**src/rtl/fetch_pkg.sv**
```systemverilog
// Shared types and constants for the fetch front end.
//   fetch_state_t  : FETCH (issuing allowed) / HALTED (drain only)
//   fetch_packet_t : {pc, inst} record pushed into the instruction buffer
//   INST_BYTES     : PC step per sequential fetch
//   word_align()   : clears the byte-offset bits of a fetch address
package fetch_pkg;

  typedef enum logic {
    FETCH  = 1'b0,
    HALTED = 1'b1
  } fetch_state_t;

  typedef struct packed {
    logic [31:0] pc;
    logic [31:0] inst;
  } fetch_packet_t;

  localparam int unsigned INST_BYTES = 4;

  function automatic logic [31:0] word_align(input logic [31:0] addr);
    return {addr[31:2], 2'b00};
  endfunction

endpackage

```
**src/rtl/fetch_pc_queue.sv**
```systemverilog
// In-order PC FIFO: remembers the PC of every outstanding memory request so
// each in-order response can be paired with its address.
//   clock, reset : system clock, synchronous active-high reset (empties queue)
//   push/push_pc : enqueue the PC of an accepted request
//   pop          : dequeue the head (one response consumed)
//   head_pc      : PC at the head, read straight from the storage registers
//   empty/full   : occupancy flags
// A push into a full queue is only accepted when a pop frees a slot in the
// same cycle; a pop of an empty queue is ignored.
module fetch_pc_queue #(
  parameter int DEPTH = 3
) (
  input  logic        clock,
  input  logic        reset,
  input  logic        push,
  input  logic [31:0] push_pc,
  input  logic        pop,
  output logic [31:0] head_pc,
  output logic        empty,
  output logic        full
);
  localparam int AW = (DEPTH > 1) ? $clog2(DEPTH) : 1;
  localparam int CW = $clog2(DEPTH + 1);

  logic [DEPTH-1:0][31:0] mem;
  logic [AW-1:0]          wr_ptr, rd_ptr;
  logic [CW-1:0]          count;
  logic                   do_push, do_pop;

  // DEPTH need not be a power of two, so pointers wrap explicitly.
  function automatic logic [AW-1:0] ptr_inc(input logic [AW-1:0] p);
    return (p == AW'(DEPTH - 1)) ? '0 : p + AW'(1);
  endfunction

  assign empty   = (count == '0);
  assign full    = (count == CW'(DEPTH));
  assign do_pop  = pop && !empty;
  assign do_push = push && (!full || do_pop);
  assign head_pc = mem[rd_ptr];

  always_ff @(posedge clock) begin
    if (reset) begin
      wr_ptr <= '0;
      rd_ptr <= '0;
      count  <= '0;
    end else begin
      if (do_push) begin
        mem[wr_ptr] <= push_pc;
        wr_ptr      <= ptr_inc(wr_ptr);
      end
      if (do_pop) rd_ptr <= ptr_inc(rd_ptr);
      if (do_push && !do_pop)      count <= count + CW'(1);
      else if (do_pop && !do_push) count <= count - CW'(1);
    end
  end

endmodule

```
**src/rtl/fetch_ctrl.sv**
```systemverilog
// Fetch controller: generates sequential word-aligned PCs, issues in-order
// instruction-memory reads and pushes {pc, inst} packets into the
// instruction buffer FIFO. The FIFO's free-slot count is used as credit so a
// live response can always be written the cycle it arrives. A redirect turns
// every outstanding request stale; stale responses are dropped.
// Optional: define FETCH_PERF_EN to add saturating perf counters.
// Ports:
//   clock, reset        : single clock, synchronous active-high reset
//   redirect_valid/_pc  : squash in-flight work and restart at redirect_pc
//   halt                : stop issuing until the next redirect
//   req_valid/addr/ready: memory read request handshake
//   rsp_valid/rsp_data  : in-order memory response
//   fifo_wr_en/_data    : packet write into the FIFO ({pc, inst})
//   fifo_wr_valid       : FIFO accepted the write
//   fifo_spots          : FIFO free slots (credit)
//   perf_credit_stall   : (FETCH_PERF_EN) cycles blocked only by credit
//   perf_squashed       : (FETCH_PERF_EN) stale responses dropped
//   fetching            : high while in FETCH state
module fetch_ctrl
  import fetch_pkg::*;
#(
  parameter logic [31:0] RESET_PC        = 32'h0000_0000,
  parameter int          MAX_OUTSTANDING = 3,
  parameter int          MAX_CNT         = 3,
  localparam int         CNT_BITS        = $clog2(MAX_CNT + 1),
  localparam int         OUT_BITS        = $clog2(MAX_OUTSTANDING + 1)
) (
  input  logic                clock,
  input  logic                reset,
  input  logic                redirect_valid,
  input  logic [31:0]         redirect_pc,
  input  logic                halt,
  output logic                req_valid,
  output logic [31:0]         req_addr,
  input  logic                req_ready,
  input  logic                rsp_valid,
  input  logic [31:0]         rsp_data,
  output logic                fifo_wr_en,
  output logic [63:0]         fifo_wr_data,
  input  logic                fifo_wr_valid,
  input  logic [CNT_BITS-1:0] fifo_spots,
`ifdef FETCH_PERF_EN
  output logic [31:0]         perf_credit_stall,
  output logic [31:0]         perf_squashed,
`endif
  output logic                fetching
);

  fetch_state_t        state, state_nxt;
  logic [31:0]         pc;
  logic [OUT_BITS-1:0] live_cnt, stale_cnt;
  logic [OUT_BITS:0]   total;
  logic                room, credit, issue;
  logic                rsp_drop, rsp_live;
  logic [31:0]         head_pc;
  logic                q_empty, q_full;
  fetch_packet_t       pkt;

  assign total  = {1'b0, live_cnt} + {1'b0, stale_cnt};
  assign room   = total < (OUT_BITS + 1)'(MAX_OUTSTANDING);
  // Credit: every live request owns a FIFO slot, so its response can never
  // be refused.
  assign credit = 32'(live_cnt) < 32'(fifo_spots);

  assign req_valid = !reset && (state == FETCH) && !redirect_valid && room && credit;
  assign req_addr  = reset ? '0 : pc;
  assign issue     = req_valid && req_ready;

  // A response landing in the redirect cycle belongs to the old path.
  assign rsp_drop = rsp_valid && ((stale_cnt != '0) || redirect_valid);
  assign rsp_live = rsp_valid && !rsp_drop;

  assign pkt          = '{pc: head_pc, inst: rsp_data};
  assign fifo_wr_en   = !reset && rsp_live;
  assign fifo_wr_data = reset ? '0 : pkt;

  fetch_pc_queue #(
    .DEPTH (MAX_OUTSTANDING)
  ) u_pc_queue (
    .clock   (clock),
    .reset   (reset),
    .push    (issue),
    .push_pc (pc),
    .pop     (rsp_valid),
    .head_pc (head_pc),
    .empty   (q_empty),
    .full    (q_full)
  );

  always_ff @(posedge clock) begin
    if (reset) state <= FETCH;
    else       state <= state_nxt;
  end

  always_comb begin
    state_nxt = state;
    fetching  = reset || (state == FETCH);
    if (redirect_valid)                 state_nxt = FETCH;
    else if (state == FETCH && halt)    state_nxt = HALTED;
  end

  always_ff @(posedge clock) begin
    if (reset) begin
      pc        <= RESET_PC;
      live_cnt  <= '0;
      stale_cnt <= '0;
    end else if (redirect_valid) begin
      pc        <= word_align(redirect_pc);
      live_cnt  <= '0;
      stale_cnt <= stale_cnt + live_cnt - OUT_BITS'(rsp_valid);
    end else begin
      if (issue) pc <= pc + 32'(INST_BYTES);
      live_cnt  <= live_cnt + OUT_BITS'(issue) - OUT_BITS'(rsp_live);
      stale_cnt <= stale_cnt - OUT_BITS'(rsp_drop);
    end
  end

`ifdef FETCH_PERF_EN
  logic credit_stall;
  assign credit_stall = (state == FETCH) && !redirect_valid && room && !credit;

  always_ff @(posedge clock) begin
    if (reset) begin
      perf_credit_stall <= '0;
      perf_squashed     <= '0;
    end else begin
      if (credit_stall && perf_credit_stall != '1) perf_credit_stall <= perf_credit_stall + 32'd1;
      if (rsp_drop && perf_squashed != '1)         perf_squashed     <= perf_squashed + 32'd1;
    end
  end
`endif

  always_ff @(posedge clock) begin
    if (!reset) begin
      assert (!(fifo_wr_en && !fifo_wr_valid));
      assert (!(rsp_valid && total == '0));
      assert (!(rsp_valid && q_empty));
      assert (!(issue && q_full && !rsp_valid));
    end
  end

endmodule

```
**config.mk**
```make
export PLATFORM = sky130hd
export DESIGN_NAME = fetch_ctrl
export DESIGN_NICKNAME = d
export VERILOG_FILES = /design/src/rtl/fetch_pkg.sv /design/src/rtl/fetch_pc_queue.sv /design/src/rtl/fetch_ctrl.sv
export SDC_FILE = /design/constraint.sdc
export NUM_CORES = 1
export LEC_CHECK = 0
export BUFFER_PORTS_ARGS = -buffer_cell sky130_fd_sc_hd__buf_2
export CORE_MARGIN = 8
export CORE_UTILIZATION = 48
export DETAILED_ROUTE_END_ITERATION = 10
export GPL_TIMING_DRIVEN = 0
export PLACE_DENSITY = 0.79
export SLEW_MARGIN = 30
export SYNTH_ARGS = -nofsm -noshare
export SYNTH_HDL_FRONTEND = slang
export SYNTH_SLANG_ARGS = --single-unit
export TNS_END_PERCENT = 5
```
**constraint.sdc**
```tcl
create_clock -name clock -period 4.9 [get_ports clock]
set_input_delay 1.47 -clock clock [delete_from_list [all_inputs] [get_ports clock]]
set_output_delay 1.47 -clock clock [all_outputs]
set_load 0.01 [all_outputs]
```
==> flow_summary.yaml <==
clock_tree:
  cts-root-buf: "clkbuf_16"
  h-tree-depth: 4
  tritoncts: "built"
  clock_sinks: 131
  cts_setup_buffers: 0
  clk_pin_slew_ns: 0.05
  clockBufferDepth: 2
  cts-buffers-inserted: 17
  clk_latency_ns: 0.42
  cts-hold-fix-buffers: 0
synth:
  ys_async_sr_fraction_pct: 0
  yosysUniqueCellTypes: 53
  synth_edf_count: 90
  ys.flop_type: "edfxtp_1"
  yosysSeqAreaShare_pct: 55.6
  avgSynthCellArea_um2: 10.5
  syn_inst: 602
  yosysTopAreaCell: "edfxtp_1"
  ys.warnings.count: 0
  ys_ff_latch: 131
  synth.top_cell.area_share_pct: 42.7
  synthTopCellsByArea: "edfxtp_1 (43%), dfxtp_1 (13%), nor2_1 (5.5%)"
  syn_area_um2: 6330
placement:
  place_hpwl_um: 12800
  gp_congestion: 0.904
  dp_slack_ns: 0.0163
  port_buffers: 164
  place_inst: 955
routing:
  drt.antenna.violating_nets: 0
  firstDrtPassIters: 5
  drt-wirelength-per-cell_um: 18.0
  first_iter_violations: 530
  dr_total_vias: 5396
  drt-total-wl_um: 17800
  viasPerCell: 5.47
  drc: 0
worst_hold_path:
  min_from: "u_pc_queue.count[1]"
  min_to: "u_pc_queue.count[1]"
  hold_depth: 2
  min-delay-path-class: "flip-flop to flip-flop"
global_routing:
  grt_usage_pct: 21.1
  grt_pass1_vias: 5334
  grt_pass1_wl_um: 27400
  grt.overflow.total: 0
  antenna_found_initial: 0
  grt_max_degree: 17
worst_setup_path:
  reg2reg_from: "stale_cnt[0]"
  reg2reg_setup_slack_ns: 1.52
  r2r_cells: 9
  cp.required_ns: 3.43
  critical_path.startpoint_type: "input pin"
  crit_start: "reset"
  cp-end-kind: "output pin"
  reg2reg_to: "u_pc_queue.mem[90]"
  critPathArrivalTime_ns: 3.30
  cp_max_fo: 10
  crit_type: "input pin to output pin"
final_layout:
  finalNonFillerCells: 987
  area_delta_synth_final_pct: 26.7
  antenna_cells: 0
  register_area_um2: 3520
  most-common-layout-cells: "buf_2 (168), nor2_1 (93), edfxtp_1 (90)"
  finalNetCount: 882
  fillCellCount: 1060
  layout-drive-gt1-share_pct: 27.7
  multi_input_area_um2: 2570
  mostFrequentLayoutCell: "buf_2"
die:
  core-area_um2: 13100
  die_h_um: 131
  start_util_pct: 48.4
  io_pins: 172
  die_area_um2: 17100
  die_x_um: 131
  rows: 42
sta:
  rsz0062_at_grt: "yes"
  maxSlewHeadroom_pct: 54.0
  setup_ws_ns: 0.129
  fmax_ghz: 0.210
  fin_worst_hold_slack_ns: 0.517
  fin_crit_sh_pct: 97.4
  worst_slew_pin_slew_ns: 0.689
  fin_skew_ns: 0.0115
  drv_slew: 0
  hold_viol: 0
  min_period_ns: 4.77
  setup_viol: 0
power:
  totalPowerFinal_w: 0.00290
  p_per_area_nw_per_um2: 362
  p_leak_nw: 3.37
  vdd_drop_max_v: 0.000237
run:
  maxCapViolations: 0
status:
  run_status: "completed"
## per-layer routing
metal / share of wire [%] / GRT usage [%]
met2: 50 / 36.5
met3: 9.7 / 6.98
met1: 39 / 24.1
met5: 0 / 0
met4: 1.5 / 7.29
## worst max-delay path, stage by stage
cell	delay [ns]
buf_2	0.11
clkbuf_1	0.42
clkbuf_1	0.52
clkbuf_1	0.46
nor2_1	0.13
buf_2	0.18
## power breakdown
group	switching [W]	total, W	internal (W)
registers	0.0000525	0.00128	0.00122
logic	0.000270	0.000472	0.000202
clock network	0.000459	0.00115	0.000692
total	0.000782	0.00290	0.00212
## kinds of logic after synthesis
group	share of synthesized area, %
and+or+nand+nor	19.5
muxes	5.77
AOI/OAI and AO/OA	10.8
DFF	55.6
buffers and inverters	4.23
other	0.0592
xor gates and xnor gates	1.66
adders and majority gates	2.29
## synthesized netlist by cell type (all sizes together), types with 4 or more instances
| cell | instances |
|---|---|
| and2 | 4 |
| edfxtp | 90 |
| nor2b | 55 |
| nor3 | 13 |
| o21ai | 15 |
| mux2i | 32 |
| a211oi | 4 |
| nand3 | 11 |
| clkbuf | 28 |
| nand4 | 13 |
| o21a | 6 |
| nor2 | 93 |
| nor3b | 4 |
| a32oi | 8 |
| ha | 10 |
| mux2 | 4 |
| nor4 | 7 |
| and3 | 7 |
| buf | 14 |
| inv | 22 |
| nand2 | 14 |
| nand2b | 4 |
| xor2 | 9 |
| dfxtp | 41 |
| a21oi | 60 |
| and4 | 4 |
## worst max path at each step
stage	to	cells past startpoint
floorplan	u_pc_queue.mem[66]	7
global placement	u_pc_queue.mem[89]	8
detailed placement	req_addr[11]	6
CTS	req_addr[11]	6
global route	fifo_wr_data[63]	6
finish	fifo_wr_data[61]	6
## through the flow
stage | utilization (%) | area (µm²) | setup TNS [ns]
after global placement | 56.5 | 7390 | -116.58
after global routing | 61.3 | 8020 | -0.0258
final | 61.3 | 8020 | 0
after floorplan | - | 6350 | -11.45
after detailed placement | 57.3 | 7490 | 0
after CTS | 61.3 | 8020 | 0
## registers in the layout (all words and copies together), names as in the netlist
| name | flops |
|---|---|
| u_pc_queue.rd_ptr | 2 |
| u_pc_queue.count | 2 |
| u_pc_queue.wr_ptr | 2 |
| pc | 30 |
| live_cnt | 2 |
| u_pc_queue.mem | 90 |
| stale_cnt | 2 |
| state | 1 |
## final cells by class
cell class              instances  area share [%]
flip-flops and latches        131            43.9
multi-input cells             409            32.1
repair buffers                174            11.3
clock buffers                  22            5.54
well taps                     176            2.74
plain buffers                  42            2.28
inverters                      23            1.08
clock inverters                10            1.06
## what timing repair did
action	4_1_cts	5_1_grt
hold endpoints to repair	0	0
resized for setup	0	1
endpoints found under the setup margin	0	11
No activity file was read; power rests on OpenSTA's default activity.
